<file path="src/rtl/exc_handler_cp0.sv">
// CP0 register file and exception responder: commits exceptions/ERET at MEM/WB,
// maintains Status/Cause/EPC/BadVAddr/Count/Compare and issues a one-cycle flush with a redirect PC.
module exc_handler_cp0 #(
  parameter int EXC_TYPE_LENGTH = 4,
  parameter logic [31:0] EXC_VECTOR = 32'hBFC0_0380,
  parameter logic [EXC_TYPE_LENGTH-1:0] EXC_TYPE_NONE = EXC_TYPE_LENGTH'(0),
  parameter logic [EXC_TYPE_LENGTH-1:0] EXC_TYPE_INT  = EXC_TYPE_LENGTH'(1),
  parameter logic [EXC_TYPE_LENGTH-1:0] EXC_TYPE_ADEL = EXC_TYPE_LENGTH'(2),
  parameter logic [EXC_TYPE_LENGTH-1:0] EXC_TYPE_ADES = EXC_TYPE_LENGTH'(3),
  parameter logic [EXC_TYPE_LENGTH-1:0] EXC_TYPE_SYS  = EXC_TYPE_LENGTH'(4),
  parameter logic [EXC_TYPE_LENGTH-1:0] EXC_TYPE_BP   = EXC_TYPE_LENGTH'(5),
  parameter logic [EXC_TYPE_LENGTH-1:0] EXC_TYPE_RI   = EXC_TYPE_LENGTH'(6),
  parameter logic [EXC_TYPE_LENGTH-1:0] EXC_TYPE_OV   = EXC_TYPE_LENGTH'(7),
  parameter logic [EXC_TYPE_LENGTH-1:0] EXC_TYPE_TR   = EXC_TYPE_LENGTH'(8),
  parameter logic [EXC_TYPE_LENGTH-1:0] EXC_TYPE_ERET = EXC_TYPE_LENGTH'(9)
) (
  input  logic                       clk,
  input  logic                       rst_n,
  input  logic [EXC_TYPE_LENGTH-1:0] exc_type_i,
  input  logic [31:0]                exc_pc_i,
  input  logic                       exc_bd_i,
  input  logic [31:0]                exc_badvaddr_i,
  input  logic                       stall_i,
  input  logic [5:0]                 hw_int_i,
  input  logic                       cp0_we_i,
  input  logic [4:0]                 cp0_waddr_i,
  input  logic [31:0]                cp0_wdata_i,
  input  logic [4:0]                 cp0_raddr_i,
  output logic [31:0]                cp0_rdata_o,
  output logic                       flush_o,
  output logic [31:0]                redirect_pc_o,
  output logic [31:0]                epc_o,
  output logic [31:0]                status_o,
  output logic [31:0]                cause_o,
  output logic                       timer_int_o,
  output logic                       dbg_state_o
);

  localparam logic [0:0] S_RUN   = 1'b0;
  localparam logic [0:0] S_FLUSH = 1'b1;

  localparam logic [4:0] A_BADVADDR = 5'd8;
  localparam logic [4:0] A_COUNT    = 5'd9;
  localparam logic [4:0] A_COMPARE  = 5'd11;
  localparam logic [4:0] A_STATUS   = 5'd12;
  localparam logic [4:0] A_CAUSE    = 5'd13;
  localparam logic [4:0] A_EPC      = 5'd14;

  localparam logic [31:0] STATUS_WMASK = 32'h0000_FF03;

  logic [0:0]  r_state;
  logic [31:0] r_badvaddr;
  logic [31:0] r_count;
  logic [31:0] r_compare;
  logic [31:0] r_epc;
  logic [7:0]  r_status_im;
  logic        r_status_exl;
  logic        r_status_ie;
  logic        r_cause_bd;
  logic [7:0]  r_cause_ip;
  logic [4:0]  r_cause_exccode;
  logic        r_timer_int;
  logic [31:0] r_redirect_pc;

  logic        w_int_pending;
  logic        w_accept;
  logic        w_take_exc;
  logic        w_take_eret;
  logic        w_is_addr_exc;
  logic [4:0]  w_exc_code;
  logic [4:0]  w_type_code;
  logic        w_wr_count;
  logic        w_wr_compare;
  logic        w_wr_status;
  logic        w_wr_cause;
  logic        w_wr_epc;
  logic [31:0] w_rd_reg;

  assign w_int_pending = (|(r_cause_ip & r_status_im)) && r_status_ie && !r_status_exl;
  assign w_accept      = (r_state == S_RUN) && !stall_i;
  // A pending interrupt preempts whatever instruction is committing this cycle.
  assign w_take_eret   = w_accept && !w_int_pending && (exc_type_i == EXC_TYPE_ERET);
  assign w_take_exc    = w_accept && (w_int_pending ||
                         ((exc_type_i != EXC_TYPE_NONE) && (exc_type_i != EXC_TYPE_ERET)));
  assign w_is_addr_exc = !w_int_pending &&
                         ((exc_type_i == EXC_TYPE_ADEL) || (exc_type_i == EXC_TYPE_ADES));
  assign w_exc_code    = w_int_pending ? 5'd0 : w_type_code;

  always_comb begin
    w_type_code = 5'd10;
    if (exc_type_i == EXC_TYPE_INT)       w_type_code = 5'd0;
    else if (exc_type_i == EXC_TYPE_ADEL) w_type_code = 5'd4;
    else if (exc_type_i == EXC_TYPE_ADES) w_type_code = 5'd5;
    else if (exc_type_i == EXC_TYPE_SYS)  w_type_code = 5'd8;
    else if (exc_type_i == EXC_TYPE_BP)   w_type_code = 5'd9;
    else if (exc_type_i == EXC_TYPE_RI)   w_type_code = 5'd10;
    else if (exc_type_i == EXC_TYPE_OV)   w_type_code = 5'd12;
    else if (exc_type_i == EXC_TYPE_TR)   w_type_code = 5'd13;
  end

  assign w_wr_count   = cp0_we_i && (cp0_waddr_i == A_COUNT);
  assign w_wr_compare = cp0_we_i && (cp0_waddr_i == A_COMPARE);
  assign w_wr_status  = cp0_we_i && (cp0_waddr_i == A_STATUS);
  assign w_wr_cause   = cp0_we_i && (cp0_waddr_i == A_CAUSE);
  assign w_wr_epc     = cp0_we_i && (cp0_waddr_i == A_EPC);

  always_ff @(posedge clk) begin
    if (!rst_n) begin
      r_state         <= S_RUN;
      r_badvaddr      <= 32'd0;
      r_count         <= 32'd0;
      r_compare       <= 32'd0;
      r_epc           <= 32'd0;
      r_status_im     <= 8'd0;
      r_status_exl    <= 1'b0;
      r_status_ie     <= 1'b0;
      r_cause_bd      <= 1'b0;
      r_cause_ip      <= 8'd0;
      r_cause_exccode <= 5'd0;
      r_timer_int     <= 1'b0;
      r_redirect_pc   <= 32'd0;
    end else begin
      r_count <= w_wr_count ? cp0_wdata_i : r_count + 32'd1;
      if (w_wr_compare) r_compare <= cp0_wdata_i;

      // Sticky match flag; only a Compare write (or reset) clears it.
      if (w_wr_compare)
        r_timer_int <= 1'b0;
      else if ((r_count == r_compare) && (r_compare != 32'd0))
        r_timer_int <= 1'b1;

      r_cause_ip[7:2] <= {hw_int_i[5] | r_timer_int, hw_int_i[4:0]};
      if (w_wr_cause) r_cause_ip[1:0] <= cp0_wdata_i[9:8];

      if (w_wr_status) begin
        r_status_im  <= cp0_wdata_i[15:8];
        r_status_exl <= cp0_wdata_i[1];
        r_status_ie  <= cp0_wdata_i[0];
      end
      if (w_wr_epc) r_epc <= cp0_wdata_i;

      // Event updates come after the mtc0 writes so they take precedence.
      if (w_take_exc) begin
        if (!r_status_exl) begin
          r_epc      <= exc_bd_i ? exc_pc_i - 32'd4 : exc_pc_i;
          r_cause_bd <= exc_bd_i;
        end
        r_status_exl    <= 1'b1;
        r_cause_exccode <= w_exc_code;
        if (w_is_addr_exc) r_badvaddr <= exc_badvaddr_i;
        r_redirect_pc   <= EXC_VECTOR;
        r_state         <= S_FLUSH;
      end else if (w_take_eret) begin
        r_status_exl  <= 1'b0;
        r_redirect_pc <= r_epc;
        r_state       <= S_FLUSH;
      end else begin
        r_state <= S_RUN;
      end
    end
  end

  assign status_o      = {16'd0, r_status_im, 6'd0, r_status_exl, r_status_ie};
  assign cause_o       = {r_cause_bd, 15'd0, r_cause_ip, 1'b0, r_cause_exccode, 2'b00};
  assign epc_o         = r_epc;
  assign timer_int_o   = r_timer_int;
  assign flush_o       = (r_state == S_FLUSH);
  assign redirect_pc_o = r_redirect_pc;
  assign dbg_state_o   = r_state;

  always_comb begin
    w_rd_reg = 32'd0;
    case (cp0_raddr_i)
      A_BADVADDR: w_rd_reg = r_badvaddr;
      A_COUNT:    w_rd_reg = r_count;
      A_COMPARE:  w_rd_reg = r_compare;
      A_STATUS:   w_rd_reg = status_o;
      A_CAUSE:    w_rd_reg = cause_o;
      A_EPC:      w_rd_reg = r_epc;
      default:    w_rd_reg = 32'd0;
    endcase
  end

  // Same-cycle write bypass shows the value the register will hold after the write.
  always_comb begin
    cp0_rdata_o = w_rd_reg;
    if (cp0_we_i && (cp0_waddr_i == cp0_raddr_i)) begin
      case (cp0_waddr_i)
        A_COUNT, A_COMPARE, A_EPC: cp0_rdata_o = cp0_wdata_i;
        A_STATUS: cp0_rdata_o = cp0_wdata_i & STATUS_WMASK;
        A_CAUSE:  cp0_rdata_o = {cause_o[31:10], cp0_wdata_i[9:8], cause_o[7:0]};
        default:  cp0_rdata_o = w_rd_reg;
      endcase
    end
  end

endmodule

</file>
<file path="config.mk">
export PLATFORM = sky130hd
export DESIGN_NAME = exc_handler_cp0
export DESIGN_NICKNAME = d
export VERILOG_FILES = /design/src/rtl/exc_handler_cp0.sv
export SDC_FILE = /design/constraint.sdc
export NUM_CORES = 1
export LEC_CHECK = 0
export ABC_AREA = 1
export CAP_MARGIN = 20
export CORE_UTILIZATION = 54
export DETAILED_ROUTE_END_ITERATION = 7
export PLACE_DENSITY = 0.89
export SYNTH_ARGS = -nofsm -noshare
export SYNTH_HDL_FRONTEND = slang
export SYNTH_SLANG_ARGS = --single-unit
export TNS_END_PERCENT = 1
</file>
<file path="constraint.sdc">
create_clock -name clk -period 4.4 [get_ports clk]
set_input_delay 0.66 -clock clk [delete_from_list [all_inputs] [get_ports clk]]
set_output_delay 0.66 -clock clk [all_outputs]
set_load 0.05 [all_outputs]
</file>
* After elaboration in Yosys (flattened, before gate mapping) *
Cells that the tools add are included.

operators by class
  $add $sub $neg = 2
  equality and inequality tests = 23
  muxes and demuxes = 24
  bitwise gates (word level) = 5
  reductions and logical operators = 30

operators with widths
  operator                                              count
  two-way mux 32 bit                                    8
  case mux 32 bit (6 select lines)                      1
  case mux 32 bit (3 select lines)                      1
  equality test 5 x 4 -> 1 bit (second input constant)  11
  adder 32 x 1 -> 32 bit (second input constant)        1
  equality test 32 bit                                  1
  nonzero test 32 bit                                   1
  subtractor 32 x 3 -> 32 bit (second input constant)   1
  equality test 4 x 3 -> 1 bit (second input constant)  4
  logical AND 1 bit                                     15
  two-way mux 3 bit                                     5
  two-way mux 5 bit                                     2
  AND 8 bit                                             1
  equality test 4 x 2 -> 1 bit (second input constant)  2
  equality test 4 bit (second input constant)           2
  two-way mux 4 bit                                     2
  OR reduction 8 bit                                    1
  equality test 5 bit                                   1
  two-way mux 1 bit                                     5
  equality test 4 x 1 -> 1 bit (second input constant)  1
  inequality test 4 bit (second input constant)         1
  AND reduction 2 bit                                   2
  nonzero test 4 bit                                    1
  OR reduction 2 bit                                    2
  7 further kinds                                       12

word-level totals
  register bits after elaboration = 186
  input port bits = 121
  output and inout bits = 163
  logic and storage cells = 99

* Logic depth before layout (Yosys ltp) *
Gate-level depths: netlist of the first run.

  word-level depth = 10
  depth in mapped cells = 13
  mapped depth without buffers = 13

* Worst setup path before layout of the first run *
Ideal clock, no wire load.

  path kind = input to output
  start = in cp0_raddr_i[4]
  end = out cp0_rdata_o[18]
  arrival time = 2.529 ns
  required time = 3.740 ns
  setup slack = 1.211 ns
  stages on the path = 8
  buffers on the path = 1
  cell sequence = inv_2 -> nand3_1 -> nor2_2 -> inv_2 -> buf_2 -> o22ai_1 -> nor2_1 -> o21ai_0

on the way
  cells in the longest elaborated chain, start to end = 4
  elaborated cells on any way between the ends = 11
  those cells by class = eq/ne (7); mux (3); reduce/logical (1)

ends and longest elaborated chain
  item                              RTL line  RTL
  start: declaration                28        input logic [4:0] cp0_raddr_i,
  equality test 5 x 4 -> 1 bit      173       case (cp0_raddr_i)
  case mux 32 bit (6 select lines)  173
  case mux 32 bit (3 select lines)  188       case (cp0_waddr_i)
  two-way mux 32 bit (*)            187       if (cp0_we_i && (cp0_waddr_i == cp0_raddr_i)) begin
  end: declaration                  29        output logic [31:0] cp0_rdata_o,

Every way passes the cells marked *; elsewhere a longest branch is shown, timed or not.

* Final worst setup path of the first run *
  start = in cp0_raddr_i[0]
  end = out cp0_rdata_o[31]

Same word-level chain as after synthesis.

==> results.toml, run 1 <==
[critical_path]
crit_required_ns = 3.74
r2r-start = "r_cause_ip[2]"
endpoint_kind = "primary output"
timing_worst_setup_path_type = "input pin to primary output"
slowest_delay_ns = 0.56
crit_arrival_ns = 2.90
cp_top_family = "buffers and inverters"
critPathLaunch = "cp0_raddr_i[0]"
critPathMaxFanout = 32
cp_slowest_cell = "clkdlybuf4s50_1"
path_cells = "clkdlybuf4s50_1 > nor2_1 > nand3_1 > inv_1 > buf_4 > nand2_1 > o21ai_0 > a21oi_1 > nand2_1 > nand3_1 > o21ai_0 > buf_4"
worst-path-buf-inv = 4
start_kind = "input pin"

[route]
first_iter_violations = 1557
drt-total-wl_um = 44170
drc_errors = 0
viasPerCell = 5.748
postRouteAntennaNets = 0
first_pass_iters = 7
wl_per_cell_um = 19.70
vias = 12890

[timing]
clock.fmax_ghz = 0.2807
min_period_ns = 3.563
final-hold-violation-count = 0
finalCritPeriodShare_pct = 80.97
rsz0062_at_grt = "false"
setup_tns_ns = 0
finalSetupViolations = 0
worstMarginPinSlew_ns = 0.9332
skew_ns = 0.01192
hold_slack_ns = 0.4686
drv_slew = 0
slew_headroom_pct = 37.78

[clock_network]
clk_path_buf_depth = 2
worstSkewPairLatency_ns = 0.44
htree_levels = 4
cts.reportedPaths.clkPinSlew_ns = 0.07
post_cts_resize_count = 0
cts_tree = "built"
ctsHoldBuffers = 0
cts-root-buf = "clkbuf_16"
cts_buffers = 17
clock_sinks = 185
post_cts_buffers = 0

[logic_synthesis]
synth_flop_cell = "dfxtp_1"
syn_avg_cell_area_um2 = 6.341
ys_seq_area_share_pct = 33.11
syn_inst = 1764
syn_area_um2 = 11190
synth-edff-count = 0
synthDistinctLibCells = 48
yosys_register_bits = 185
async_reset_ff_share_pct = 0
yosysWarnings = 0

[floorplan]
num_io_pins = 284
die_area_um2 = 21290
fp-row-count = 52
start_util_pct = 55.10
die_height_um = 145.9
core_area_um2 = 20300
die_width_um = 145.9

[grt]
grt_overflow = 0
grt_pass1_wl_um = 66870
grtUsageMet1_pct = 51.34
antenna_found_initial = 0
grt_pass1_vias = 11930
busiest_layer = "met2"
met2_usage_pct = 66.17
grt_max_degree = 92
grt_use_met3_pct = 6.395
grt_usage_pct = 40.66

[layout]
design_area_um2 = 14130
final_cells = 2242
nNetsFinal = 2082
drive_gt1_share_pct = 6.542
synthToLayoutAreaGrowth_pct = 26.36
antenna_cells = 0
layout_common_cells = "nand2_1 (442), clkdlybuf4s50_1 (209), nor2_1 (203)"
final_common_cell = "nand2_1"

[placed_design]
dp.cells = 2209
gp_congestion = 0.9941
dp_hpwl_um = 33330
placed_area_um2 = 13540
io_buffers = 242

[min_path]
min_path_type = "register to register"
min_from = "r_badvaddr[12]"

[power_and_ir_drop]
ir_worst_vdd_uv = 308.6
p_leak_uw = 0.005724
power.density_nw_per_um2 = 300.2

[outcome]
status = "finished clean"

[job]
max_cap_viol_count = 0
[flip-flops by register name (all words and copies together), names as in the netlist]
signal,flops
r_compare,32
dbg_state_o,1
r_cause_bd,1
r_count,32
epc_o,32
timer_int_o,1
r_status_exl,1
r_status_ie,1
r_status_im,8
r_badvaddr,32
r_cause_exccode,4
redirect_pc_o,32
r_cause_ip,8
[per-layer routing]
layer  part of all wire, %  vias to the layer above
met5                     0                        -
met4                   5.8                        0
met3                   9.5                      148
met2                    46                      843
met1                    39                     5872
li1                      -                     6023
[power by group]
group | switching, uW | internal [uW]
Sequential | 73.0 | 1740
Combinational | 609 | 287
Clock | 777 | 759
Total | 1460 | 2780
[cells in the mapped netlist, types with 3 or more instances]
library cell / number / area (um2)
nand2_1: 442 / 1659
nor2_1: 203 / 762.0
dfxtp_1: 185 / 3704
inv_1: 177 / 664.4
o21ai_0: 159 / 795.8
a21oi_1: 142 / 710.7
nand3_1: 107 / 535.5
buf_4: 50 / 375.4
buf_2: 34 / 170.2
xnor2_1: 27 / 236.5
clkbuf_1: 26 / 97.59
xor2_1: 26 / 227.7
nand4_1: 23 / 143.9
nor3_1: 23 / 115.1
o22ai_1: 23 / 143.9
inv_2: 13 / 48.80
o211ai_1: 11 / 82.58
o21ai_1: 11 / 55.05
nand2_2: 8 / 50.05
a22oi_1: 7 / 52.55
buf_1: 6 / 22.52
nor2_2: 6 / 37.54
nor2_4: 6 / 67.56
o2111ai_1: 6 / 52.55
a31oi_1: 4 / 25.02
nand3_2: 4 / 40.04
and2_1: 3 / 18.77
nand3b_1: 3 / 22.52
nor3_2: 3 / 30.03
o21ai_2: 3 / 26.28
[worst register-to-register path: cells and delay by family, from the launching register on]
family          cells  cell delay, ns
simple gates        8            1.52
flops               1            0.39
compound gates      1            0.39
[final cells by class]
type	count	area [um2]
Clock buffer	17	425.4
Multi-Input combinational cell	1308	6207
Clock inverter	15	151.4
Inverter	191	716.9
Tap cell	270	337.8
Fill cell	1753	6165
Sequential cell	185	3704
Timing Repair Buffer	256	2592
[final timing paths]
| kind | cells past startpoint | endpoint | slack (ns) |
|---|---|---|---|
| max | 12 | cp0_rdata_o[31] | 0.84 |
| min | 2 | r_badvaddr[12] | 0.47 |
| max reg2reg | 9 | r_cause_exccode[2] | 2.02 |
| min reg2reg | 2 | r_badvaddr[12] | 0.47 |
[per-stage QoR]
step	util (%)	power, uW	setup slack, ns
after CTS	69.53	4216	0.8844
after global placement	66.69	2717	0.8992
after detailed placement	66.69	2724	0.9169
final	69.63	4243	0.8372
after floorplan	-	2383	1.211
after global routing	69.63	4356	0.6631
[kinds of logic after synthesis]
family / Yosys count / share of synthesized area [%]
simple gates: 839 / 31.78
compound gates: 373 / 17.96
buf+inv: 311 / 12.74
flops: 185 / 33.11
xor+xnor: 53 / 4.150
fa+ha+maj: 2 / 0.2237
other cells: 1 / 0.03352
No activity file was read; power rests on OpenSTA's default activity.
==> inputs of run 2 (changes only) <==
--- a/config.mk
+++ b/config.mk
@@ -7,9 +7,9 @@
 export LEC_CHECK = 0
 export ABC_AREA = 1
 export CAP_MARGIN = 20
-export CORE_UTILIZATION = 54
+export CORE_UTILIZATION = 50
 export DETAILED_ROUTE_END_ITERATION = 7
-export PLACE_DENSITY = 0.89
+export PLACE_DENSITY = 0.83
 export SYNTH_ARGS = -nofsm -noshare
 export SYNTH_HDL_FRONTEND = slang
 export SYNTH_SLANG_ARGS = --single-unit
==> constraint.sdc (replaced) <==
create_clock -name clk -period 3.35 [get_ports clk]
set_input_delay 0.5025 -clock clk [delete_from_list [all_inputs] [get_ports clk]]
set_output_delay 0.5025 -clock clk [all_outputs]
set_load 0.05 [all_outputs]
==> results.toml, run 2 (synthesized netlist as in run 1, its figures left out) <==
[timing]
setup_tns_ns = 0
min_period_ns = 3.180
final-hold-violation-count = 0
drv_slew = 0
finalSetupViolations = 0
skew_ns = 0.01539
worstMarginPinSlew_ns = 1.077
slew_headroom_pct = 28.12
rsz0062_at_grt = "false"
finalCritPeriodShare_pct = 94.92
clock.fmax_ghz = 0.3145

[route]
first_pass_iters = 6
drc_errors = 0
viasPerCell = 5.695
wl_per_cell_um = 20.26
drt-total-wl_um = 46050
postRouteAntennaNets = 0
first_iter_violations = 1333
vias = 12950

[critical_path]
crit_arrival_ns = 2.68
path_cells = "clkdlybuf4s50_1 > nor2_1 > nand3_2 > inv_2 > nand2_1 > o21ai_0 > nor2_1 > o21ai_0 > buf_12"
slowest_delay_ns = 0.54
cp_slowest_cell = "clkdlybuf4s50_1"
start_kind = "input pin"
timing_worst_setup_path_type = "input pin to primary output"
critPathMaxFanout = 15
crit_required_ns = 2.85
endpoint_kind = "primary output"

[power_and_ir_drop]
power.density_nw_per_um2 = 400.2
comb_power_share_pct = 20.6
internal_power_uw = 3820
pwr-share-clk_pct = 38.3
power_uw = 5794
power.switching_uw = 1974
p_leak_uw = 0.005873
switching_share_pct = 34.06
p_seq_share_pct = 41.1
ir_worst_vdd_uv = 317.8

[layout]
layout_common_cells = "nand2_1 (442), clkdlybuf4s50_1 (209), nor2_1 (203)"
fill_cells = 1961
drive_gt1_share_pct = 7.480
multi_input_area_um2 = 6207
synthToLayoutAreaGrowth_pct = 29.44
regArea_um2 = 3704
nNetsFinal = 2102
final_common_cell = "nand2_1"

[clock_network]
cts.reportedPaths.clkPinSlew_ns = 0.07
ctsHoldBuffers = 0
cts_buffers = 17
worstSkewPairLatency_ns = 0.45
post_cts_resize_count = 0
clock_sinks = 185
cts-root-buf = "clkbuf_16"
cts_tree = "built"
post_cts_buffers = 0
htree_levels = 4
clk_path_buf_depth = 2

[floorplan]
core_area_um2 = 21890
fp-row-count = 54
num_io_pins = 284
die_area_um2 = 22970
start_util_pct = 51.10
die_width_um = 151.6
die_height_um = 151.6

[grt]
grt_overflow = 0
antenna_found_initial = 3
grt_pass1_vias = 11570
grt_max_degree = 69
grt_pass1_wl_um = 68080
grt_usage_pct = 39.92

[placed_design]
gp_congestion = 1.080
dp_hpwl_um = 35030
io_buffers = 242

[job]
max_cap_viol_count = 0

[outcome]
status = "finished clean"

[min_path]
min_path_type = "register to register"
[run 2: cell types whose count changed in the layout (fill, tap and decap cells not counted), sizes merged]
cell	delta
buf	+20
bufinv	+2
clkinvlp	-1
diode	+1
inv	-1
[run 2: metrics by stage]
stage          std cells  util (%)  setup slack (ns)  hold slack [ns]  instance area, um2
4_1_cts             2272     66.13            0.2297           0.4667               14480
3_5_place_dp        2240     63.25            0.2443           0.4547               13850
6_report            2273     66.14            0.1703           0.4684               14480
3_3_place_gp        2240     63.25            0.2539           0.4515               13850
2_1_floorplan       1804         -            0.4756           0.4445               11340
5_1_grt             2273     66.14           0.04173           0.4822               14480
[run 2: path summary, 6_finish.rpt]
check	startpoint	end	slack, ns	depth (start not counted)
worst max-delay path	cp0_raddr_i[0]	cp0_rdata_o[19]	0.17	9
worst min register to register	r_badvaddr[14]	r_badvaddr[14]	0.47	2
worst max register to register	r_cause_ip[2]	r_badvaddr[19]	1.16	11
worst min-delay path	r_badvaddr[14]	r_badvaddr[14]	0.47	2
[run 2: layout make-up]
cell class              count  share of cell area (%)
repair buffers            276                   19.81
clock buffers              17                   2.938
clock inverters            15                   1.417
well taps                 280                   2.420
inverters                 191                   4.952
diodes                      1                 0.01728
multi-input cells        1308                   42.87
flip-flops and latches    185                   25.58
[run 2: power groups by stage]
stage / logic [uW] / clock network (uW) / registers, uW
after CTS: 1180 / 2210 / 2380
after floorplan: 529 / 0 / 2600
after global placement: 1160 / 0 / 2430
after global routing: 1260 / 2310 / 2390
final: 1190 / 2220 / 2380
after detailed placement: 1170 / 0 / 2430
[run 2: worst max-delay path: cells and delay by family]
| kind | cells | cell delay (ns) |
|---|---|---|
| compound gates | 2 | 0.52 |
| simple gates | 4 | 0.57 |
| buf+inv | 3 | 1.08 |
[run 2: per-layer routing]
layer | wire length [um] | vias up | global-route usage, % | part of all wire (%)
met5 | 11 | - | 0 | 0.024
met4 | 2386 | 2 | 20.74 | 5.2
met3 | 4524 | 151 | 7.485 | 9.8
met2 | 20840 | 767 | 63.79 | 45
met1 | 18280 | 5964 | 51.07 | 40
li1 | - | 6061 | - | -
==> inputs of run 3 (changes only) <==
--- a/config.mk
+++ b/config.mk
@@ -7,9 +7,11 @@
 export LEC_CHECK = 0
 export ABC_AREA = 1
 export CAP_MARGIN = 20
-export CORE_UTILIZATION = 50
+export CORE_UTILIZATION = 51
+export CTS_BUF_LIST = sky130_fd_sc_hd__clkbuf_8
 export DETAILED_ROUTE_END_ITERATION = 7
-export PLACE_DENSITY = 0.83
+export PLACE_DENSITY = 0.85
+export SKIP_LAST_GASP = 1
 export SYNTH_ARGS = -nofsm -noshare
 export SYNTH_HDL_FRONTEND = slang
 export SYNTH_SLANG_ARGS = --single-unit
==> results.toml, run 3 (synthesized netlist as in run 1, its figures left out) <==
[clock_network]
worstSkewPairLatency_ns = 0.49
cts_buffers = 17
clk_path_buf_depth = 2
cts.reportedPaths.clkPinSlew_ns = 0.12
cts-root-buf = "clkbuf_8"
cts_tree = "built"
ctsHoldBuffers = 0
clock_sinks = 185
htree_levels = 4
post_cts_resize_count = 0
post_cts_buffers = 0

[layout]
design_area_um2 = 14220
layout_common_cells = "nand2_1 (442), clkdlybuf4s50_1 (209), nor2_1 (203)"
regArea_um2 = 3704
nNetsFinal = 2094
drive_gt1_share_pct = 7.107
synthToLayoutAreaGrowth_pct = 27.17
final_cells = 2260
multi_input_area_um2 = 6207
fill_cells = 1953
final_common_cell = "nand2_1"

[timing]
drv_slew = 0
worstMarginPinSlew_ns = 0.8037
hold_slack_ns = 0.3891
finalCritPeriodShare_pct = 95.24
setup_tns_ns = 0
finalSetupViolations = 0
final-hold-violation-count = 0
min_period_ns = 3.190
clock.fmax_ghz = 0.3134
slew_headroom_pct = 46.34
skew_ns = 0.02489
rsz0062_at_grt = "false"

[route]
vias = 12930
wl_per_cell_um = 20.03
viasPerCell = 5.720
postRouteAntennaNets = 0
first_iter_violations = 1275
first_pass_iters = 5
drt-total-wl_um = 45270
drc_errors = 0

[critical_path]
reg2reg_to = "r_cause_exccode[2]"
r2r-start = "r_status_im[5]"
critPathMaxFanout = 18
reg2reg_slack_ns = 1.06
start_kind = "input pin"
timing_worst_setup_path_type = "input pin to primary output"
endpoint_kind = "primary output"
crit_arrival_ns = 2.69
worst-r2r-cell-count = 10
crit_required_ns = 2.85

[min_path]
min_to = "epc_o[0]"
min_from = "rst_n"
min_path_type = "input pin to register"
min_path_cells = 3

[outcome]
status = "finished clean"

[grt]
grt_use_met3_pct = 6.545
grt_pass1_wl_um = 68090
antenna_found_initial = 2
grt_overflow = 0
grt_usage_pct = 40.23
grtUsageMet1_pct = 50.37
met2_usage_pct = 65.79
grt_max_degree = 46
busiest_layer = "met2"
grt_pass1_vias = 11930

[power_and_ir_drop]
p_leak_uw = 0.005746
pwr-share-clk_pct = 30.5
ir_worst_vdd_uv = 258.6
p_seq_share_pct = 46.2
comb_power_share_pct = 23.2
internal_power_uw = 3242
power.switching_uw = 1896
switching_share_pct = 36.90
power.density_nw_per_um2 = 361.1

[placed_design]
dp_hpwl_um = 34370
placed_area_um2 = 13810
io_buffers = 242
gp_congestion = 1.044
dp.cells = 2227

[job]
max_cap_viol_count = 0

[floorplan]
core_area_um2 = 21290
die_height_um = 150.1
fp-row-count = 53
die_area_um2 = 22530
die_width_um = 150.1
start_util_pct = 52.55
num_io_pins = 284
==> run 3: changes by cell type in the layout (fill, tap and decap cells not counted), sizes merged <==
cell	change
buf	-8
clkinv	+3
bufinv	-2
clkinvlp	-1
==> run 3: worst max path at each step <==
stage | cells past startpoint | end | from
final | 11 | cp0_rdata_o[31] | cp0_raddr_i[0]
after global routing | 11 | cp0_rdata_o[31] | cp0_raddr_i[0]
after CTS | 11 | cp0_rdata_o[31] | cp0_raddr_i[0]
after detailed placement | 11 | cp0_rdata_o[31] | cp0_raddr_i[0]
after global placement | 13 | cp0_rdata_o[31] | cp0_raddr_i[3]
after floorplan | 8 | cp0_rdata_o[18] | cp0_raddr_i[4]
==> run 3: worst max-delay path: stages <==
cell             delay [ns]
clkdlybuf4s50_1        0.63
nand2_1                0.09
nor2_1                 0.15
nand2_1                0.16
buf_4                  0.25
o21ai_0                0.20
a21oi_1                0.09
nand2_1                0.14
nand3_1                0.10
o21ai_0                0.11
buf_4                  0.24
==> run 3: routing by layer <==
| metal | part of all wire [%] | routed length [um] |
|---|---|---|
| met1 | 39 | 17870 |
| met2 | 46 | 20700 |
| met3 | 9.2 | 4162 |
| met4 | 5.6 | 2527 |
| met5 | 0.029 | 13 |
==> run 3: area by class of cell <==
class                   instances  area share [%]
multi-input cells            1308           43.64
inverters                     191           5.040
repair buffers                268           19.97
clock buffers                  17           1.645
flip-flops and latches        185           26.04
clock inverters                15           1.240
well taps                     275           2.419
diodes                          1         0.01759
==> run 3: power by group through the flow <==
stage / Clock [uW] / Sequential, uW / Combinational [uW]
6_report: 1570 / 2380 / 1190
5_1_grt: 1660 / 2380 / 1260
4_1_cts: 1570 / 2370 / 1180
3_5_place_dp: 0 / 2420 / 1170
3_3_place_gp: 0 / 2420 / 1160
2_1_floorplan: 0 / 2600 / 529
==> run 3: stage by stage <==
step | util [%] | setup slack (ns) | total power (uW)
after floorplan | - | 0.4756 | 3129
after global placement | 64.76 | 0.2705 | 3582
after detailed placement | 64.89 | 0.2655 | 3592
after CTS | 66.81 | 0.2567 | 5119
after global routing | 66.83 | 0.01614 | 5303
final | 66.83 | 0.1596 | 5137
